**config.mk**
```make
export PLATFORM = sky130hd
export DESIGN_NAME = div_bus_initiator
export DESIGN_NICKNAME = d
export VERILOG_FILES = /design/src/rtl/div_init_pkg.sv /design/src/rtl/div_init_wait_cnt.sv /design/src/rtl/div_bus_initiator.sv
export SDC_FILE = /design/constraint.sdc
export NUM_CORES = 1
export LEC_CHECK = 0
export BUFFER_PORTS_ARGS = -buffer_cell sky130_fd_sc_hd__buf_4
export CAP_MARGIN = 20
export CORE_AREA = 2 2 89 91
export DETAILED_ROUTE_END_ITERATION = 8
export DIE_AREA = 0 0 91 93
export HOLD_SLACK_MARGIN = 0.06
export PLACE_DENSITY = 0.66
export SYNTH_ARGS = -nofsm -noshare
export SYNTH_HDL_FRONTEND = slang
export SYNTH_SLANG_ARGS = --single-unit
```
**constraint.sdc**
```tcl
create_clock -name clk -period 1.7 [get_ports clk]
set_clock_uncertainty 0.05 [all_clocks]
set_input_delay 0.085 -clock clk [delete_from_list [all_inputs] [get_ports clk]]
set_output_delay 0.085 -clock clk [all_outputs]
set_load 0.01 [all_outputs]
```
**src/rtl/div_init_pkg.sv**
```systemverilog
// Shared types and constants for the divider bus initiator.
// Optional build macro: DIV_INIT_ZERO_CHECK_EN (local divide-by-zero response).
package div_init_pkg;

    typedef enum logic [2:0] {
        IDLE,
        WRITE,
        CLEAR,
        WAIT,
        READ,
        CAPTURE,
        RESP
    } state_t;

    localparam int unsigned WAIT_CYCLES_DEFAULT = 12;
    localparam logic [4:0] DIV_ADDR_DEFAULT = 5'h00;

    // Result layout returned by the divider peripheral
    localparam int Q_MSB = 15;
    localparam int Q_LSB = 8;
    localparam int R_MSB = 7;
    localparam int R_LSB = 0;

endpackage

```
**src/rtl/div_init_wait_cnt.sv**
```systemverilog
// Loadable 8-bit down-counter; done marks the last wait cycle.
module div_init_wait_cnt (
    input  logic       clk,
    input  logic       reset,
    input  logic       load,
    input  logic [7:0] load_val,
    input  logic       en,
    output logic       done
);

    logic [7:0] cnt;

    always_ff @(posedge clk or posedge reset) begin
        if (reset) begin
            cnt <= 8'd0;
        end else if (load) begin
            cnt <= load_val;
        end else if (en && cnt != 8'd0) begin
            cnt <= cnt - 8'd1;
        end
    end

    assign done = (cnt == 8'd1);

endmodule

```
**src/rtl/div_bus_initiator.sv**
```systemverilog
// Runs one 8-bit division on the divider peripheral over the peripheral bus.
// Optional build macro: DIV_INIT_ZERO_CHECK_EN (zero divisor answered locally).
module div_bus_initiator
    import div_init_pkg::*;
#(
    parameter int unsigned WAIT_CYCLES = WAIT_CYCLES_DEFAULT,
    parameter logic [4:0]  DIV_ADDR    = DIV_ADDR_DEFAULT
) (
    input  logic        clk,
    input  logic        reset,
    input  logic        req_valid,
    output logic        req_ready,
    input  logic [7:0]  req_a,
    input  logic [7:0]  req_b,
    output logic        rsp_valid,
    input  logic        rsp_ready,
    output logic [7:0]  rsp_q,
    output logic [7:0]  rsp_r,
    output logic        rsp_err,
    output logic        busy,
    output logic        bus_cs,
    output logic [4:0]  bus_addr,
    output logic        bus_rd,
    output logic        bus_wr,
    output logic [15:0] bus_wdata,
    input  logic [31:0] bus_rdata
);

    localparam logic [7:0] WAIT_LOAD = 8'(WAIT_CYCLES);

    state_t state;
    logic   cnt_done;
    logic   zero_div;
    logic   unused_rdata;

    assign unused_rdata = ^bus_rdata[31:16];

`ifdef DIV_INIT_ZERO_CHECK_EN
    assign zero_div = (req_b == 8'd0);
`else
    assign zero_div = 1'b0;
`endif

    div_init_wait_cnt u_wait_cnt (
        .clk      (clk),
        .reset    (reset),
        .load     (state == CLEAR),
        .load_val (WAIT_LOAD),
        .en       (state == WAIT),
        .done     (cnt_done)
    );

    always_ff @(posedge clk or posedge reset) begin
        if (reset) begin
            state     <= IDLE;
            req_ready <= 1'b1;
            rsp_valid <= 1'b0;
            rsp_q     <= 8'd0;
            rsp_r     <= 8'd0;
            rsp_err   <= 1'b0;
            busy      <= 1'b0;
            bus_cs    <= 1'b0;
            bus_addr  <= 5'd0;
            bus_rd    <= 1'b0;
            bus_wr    <= 1'b0;
            bus_wdata <= 16'd0;
        end else begin
            unique case (state)
                IDLE: begin
                    if (req_valid) begin
                        bus_wdata <= {req_a, req_b};
                        req_ready <= 1'b0;
                        busy      <= 1'b1;
                        if (zero_div) begin
                            state     <= RESP;
                            rsp_valid <= 1'b1;
                            rsp_q     <= 8'hFF;
                            rsp_r     <= req_a;
                            rsp_err   <= 1'b1;
                        end else begin
                            state    <= WRITE;
                            bus_cs   <= 1'b1;
                            bus_wr   <= 1'b1;
                            bus_addr <= DIV_ADDR;
                        end
                    end
                end
                WRITE: begin
                    // Keep cs for one more cycle so the peripheral sees start drop
                    state  <= CLEAR;
                    bus_wr <= 1'b0;
                end
                CLEAR: begin
                    state    <= WAIT;
                    bus_cs   <= 1'b0;
                    bus_addr <= 5'd0;
                end
                WAIT: begin
                    if (cnt_done) begin
                        state    <= READ;
                        bus_cs   <= 1'b1;
                        bus_rd   <= 1'b1;
                        bus_addr <= DIV_ADDR;
                    end
                end
                READ: begin
                    state    <= CAPTURE;
                    bus_cs   <= 1'b0;
                    bus_rd   <= 1'b0;
                    bus_addr <= 5'd0;
                end
                CAPTURE: begin
                    state     <= RESP;
                    rsp_q     <= bus_rdata[Q_MSB:Q_LSB];
                    rsp_r     <= bus_rdata[R_MSB:R_LSB];
                    rsp_err   <= 1'b0;
                    rsp_valid <= 1'b1;
                end
                RESP: begin
                    if (rsp_ready) begin
                        state     <= IDLE;
                        rsp_valid <= 1'b0;
                        req_ready <= 1'b1;
                        busy      <= 1'b0;
                    end
                end
                default: begin
                    state <= IDLE;
                end
            endcase
        end
    end

endmodule

```
# Yosys cells after proc, flatten, opt, wreduce, memory -nomap -nowiden
# Index checks and enable logic that the tools add are counted.
# Widths: inputs -> output; s select.
# op_classes
addsub	1
n_reduce_logical	17
n_eq_ne	10
muxes	20
# op_table
op	count
$pmux 3 s7	1
$mux 8	2
$pmux 5 s3	1
$mux 5	2
$pmux 1 s2	5
$reduce_bool 2->1	5
$eq 3x3->1 const B	3
$mux 3	3
$reduce_and 3->1	3
$eq 8x1->1 const B	1
$reduce_and 2->1	4
$reduce_bool 8->1	1
$sub 8x1->8 const B	1
$eq 3x2->1 const B	2
$ne 2x2->1 const B	3
$mux 1	5
$eq 3x1->1 const B	1
$logic_not 3->1	1
$pmux 1 s3	1
$reduce_bool 3->1	1
$reduce_or 2->1	1
$logic_and 1x1->1	1
# word_totals
reg_bits	54
input_bits	52
wordCells	60
out_inout_bits	44

# Longest topological paths before layout
# depth
ltp_word	4
mapped_depth	6
mapped_depth_nobuf	6

# Modules after synthesis
# Synthesis repeated with hierarchy kept, for this count alone.
# unflattened
cells_unflattened	191
area_unflattened_um2	2316.0
# modules_own_cells
module	seq_area_each_um2	cells_each	instances	area_per_inst_um2
div_bus_initiator	1027.2	127	1	1759.2
div_init_wait_cnt	200.2	64	1	556.8

# Least setup slack after synthesis
# Ideal clock, no wire load.
# synth_timing
kind	register to register
startpoint	register u_wait_cnt.cnt[0]
endpoint	register u_wait_cnt.cnt[6]
path_buffers	0
setup_ns	0.120
period_less_slack_ns	1.708
path_stages_with_launch	6
path_slack_ns	-0.008
t_required_ns	1.530
arrival_time_ns	1.538
path_cell_list	dfrtp_1 inv_1 ha_1 nand4b_1 or4b_1 a31o_1
# synth_via
elab_chain_cells	3
elab_cells_between_ends	6
classes_between	add/sub: 1; mux: 2; reduce/logical: 3
# synth_rtl
item	line_no	rtl
from (decl)	div_init_wait_cnt.sv:11	logic [7:0] cnt;
from (signal assigned)	div_init_wait_cnt.sv:17	cnt <= load_val;
from (signal assigned)	div_init_wait_cnt.sv:19	cnt <= cnt - 8'd1;
$sub 8x1->8 or $reduce_bool 8->1 (tied branches)	div_init_wait_cnt.sv:19, div_init_wait_cnt.sv:18	
$mux 8 or $logic_and 1x1->1 (tied branches)	div_init_wait_cnt.sv:18	end else if (en && cnt != 8'd0) begin
$mux 8 or $reduce_bool 2->1 (tied branches)	n/a	
# Parallel ways exist; a longest one is shown, timed or not. The select of a mux whose other input is x is not followed.
# A chain may end at the register's enable or synchronous reset.

# Worst setup path after layout
# layout_timing
startpoint	register u_wait_cnt.cnt[1]
endpoint	register u_wait_cnt.cnt[4]
# Same word-level chain as after synthesis.

==> reports/qor.yml <==
mostFrequentLayoutCell: "buf_4"
final_max_slew_viol_count: 0
insertion_delay_ns: 0.30
synth-compound-area-share_pct: 6.89
dpl.hpwl_um: 3410
drcViolationCount: 0
io_pins: 96
clock-sinks: 49
vias: 1823
crit_buf_inv: 2
drt_wl_total_um: 5080
syn2layout_area_growth_pct: 57.6
synth_fa_ha_area_share_pct: 1.72
setup_viol: 0
avgViaCountPerCell: 4.48
reg2reg_depth: 7
die_h_um: 93
slowest_delay_ns: 0.41
maxCapViolCount: 0
ys.flop_type: "dfrtp_1"
crit_type: "flip-flop to flip-flop"
ys_warn_count: 0
fmax_ghz: 0.605
synthCells: 179
antenna_found_initial: 0
tns_ns: 0
drt_iter0_markers: 54
path_clk_slew_ns: 0.10
worstPathRequired_ns: 1.84
hp-class: "input port to asynchronous set/reset pin"
synth_seq_cells: 49
die_x_um: 91
crit_family: "simple AND/OR/NAND/NOR gates"
h-tree-depth: 2
cts_buffer_depth: 2
synth.distinct_cells: 39
slowest_stage: "dfrtp_1"
synth-xor-area-share_pct: 0
ant_nets: 0
power_density_nw_per_um2: 1470
grt_overflow: 0
endpoint_kind: "flip-flop"
rsz0062_at_grt: "no"
leakage_nw: 1.61
worstPathCellList: "inv_2 -> ha_4 -> nand4b_1 -> buf_4 -> or3_4 -> o211ai_1 -> o31ai_1"
finalHoldViolCount: 0
diodes: 0
start_kind: "flip-flop"
cp.arrival_ns: 1.79
place.gp.congestion: 0.800
coreArea_um2: 7530
synth_top_family_by_area: "multiplexers"
start_util_pct: 28.9
synthSimpleGateAreaFrac_pct: 13.3
numCtsBuffers: 5
cp_max_fo: 3
syn_avg_cell_area_um2: 12.2
yosysSeqAreaShare_pct: 56.3
root_buffer: "clkbuf_8"
dieArea_um2: 8460
cts_tree: "built"
port_buffers: 73
path_depth: 7
fin_crit_sh_pct: 97.1
drive_gt1_share_pct: 47.5
synth.mux.area_fraction_pct: 17.0
routedWlPerCell_um: 12.5
firstDrtPassIters: 4
post-route-min-period_ns: 1.65
synth_edf_count: 0
grt_pass1_wl_um: 8470
syn_area_um2: 2180
fp-row-count: 32
setup_ws_ns: 0.0485
synthArstFlopShare_pct: 100
status: "finished clean"
dpl_worst_slack_ns: 0.0228
nNetsFinal: 359
grt_util_all_layers_pct: 12.2
ir_drop_v: 0.000750
most-common-layout-cells: "89 x buf_4, 48 x dfrtp_1, 35 x dlygate4sd3_1"
grt_max_degree: 23
grt_pass1_vias: 1777
==> routing by layer <==
layer / part of all wire, % / track usage, % / vias up
met3: 4.3 / 2.82 / 2
met1: 43 / 15.4 / 895
met4: 0.43 / 2.65 / 0
met2: 52 / 21.5 / 52
li1: - / - / 874
met5: 0 / 0 / -
==> worst reg2reg max path: stages, from the launching register on <==
cell and delay (ns):
dfrtp_1 0.41, inv_2 0.08, ha_4 0.12, nand4b_1 0.11, buf_4 0.17, or3_4 0.32, o211ai_1 0.18, o31ai_1 0.09
==> area by class of cell <==
type                            count  area, µm²
Clock inverter                      2       16.3
Inverter                            4       15.0
Multi-Input combinational cell    118        905
Clock buffer                        6       82.6
Tap cell                          102        128
Timing Repair Buffer              126       1060
Fill cell                         708       4100
Sequential cell                    49       1230
==> cells in the mapped netlist (all sizes together), types with 2 or more instances <==
cell | instances | share of area, %
inv | 4 | 0.69
o31ai | 3 | 1.0
ha | 3 | 1.7
dfrtp | 48 | 55
buf | 9 | 3.2
nand2b | 4 | 1.5
a31o | 2 | 0.80
nor4 | 3 | 1.1
o21ai | 5 | 1.1
nand3 | 5 | 1.1
nor3 | 5 | 1.4
o211ai | 3 | 1.0
a21oi | 6 | 1.4
mux2 | 32 | 17
nand4 | 3 | 0.86
clkbuf | 4 | 0.69
nor2 | 11 | 1.9
nand2 | 13 | 2.2
or3 | 2 | 0.57
==> cells by family after synthesis <==
| group | after synthesis |
|---|---|
| buf+inv | 17 |
| fa+ha+maj | 3 |
| other cells | 1 |
| compound gates | 23 |
| flops | 49 |
| mux | 33 |
| simple gates | 53 |
==> worst paths after layout <==
kind / from / to / slack [ns]
setup / recovery: u_wait_cnt.cnt[1] / u_wait_cnt.cnt[4] / 0.05
max in group asynchronous: reset / req_ready / 0.68
hold reg to reg: req_ready / req_ready / 0.45
min in group clk: req_ready / req_ready / 0.45
hold / removal: reset / rsp_r[1] / 0.30
setup reg to reg: u_wait_cnt.cnt[1] / u_wait_cnt.cnt[4] / 0.05
==> report_power, final <==
group | switching [mW] | internal [mW]
clock | 0.411 | 0.336
sequential | 0.340 | 1.69
combinational | 0.960 | 1.30
total | 1.71 | 3.32
==> stage by stage <==
stage / utilization (%) / cells / instance area (µm²) / hold slack, ns / total power [mW]
2_1_floorplan: - / 184 / 2200 / 0.186 / 3.12
3_3_place_gp: 38.9 / 361 / 2930 / 0.0935 / 4.14
3_5_place_dp: 38.9 / 361 / 2930 / 0.0981 / 4.20
4_1_cts: 44.9 / 404 / 3380 / 0.319 / 5.02
5_1_grt: 45.6 / 407 / 3430 / 0.339 / 5.39
6_report: 45.6 / 407 / 3430 / 0.295 / 5.04
==> registers in the layout, indices dropped and copies added, names as in the netlist, 3 cells and up <==
signal,flops
bus_wdata,16
rsp_r,8
u_wait_cnt.cnt,8
rsp_q,8
state,3
==> what timing repair did <==
item	4_1_cts	5_1_grt
hold buffers	35	0
setup buffers	0	3
setup endpoints to repair	0	3
endpoints found under the hold margin	54	0
resized for setup	0	8
No activity file was read; power rests on OpenSTA's default activity.
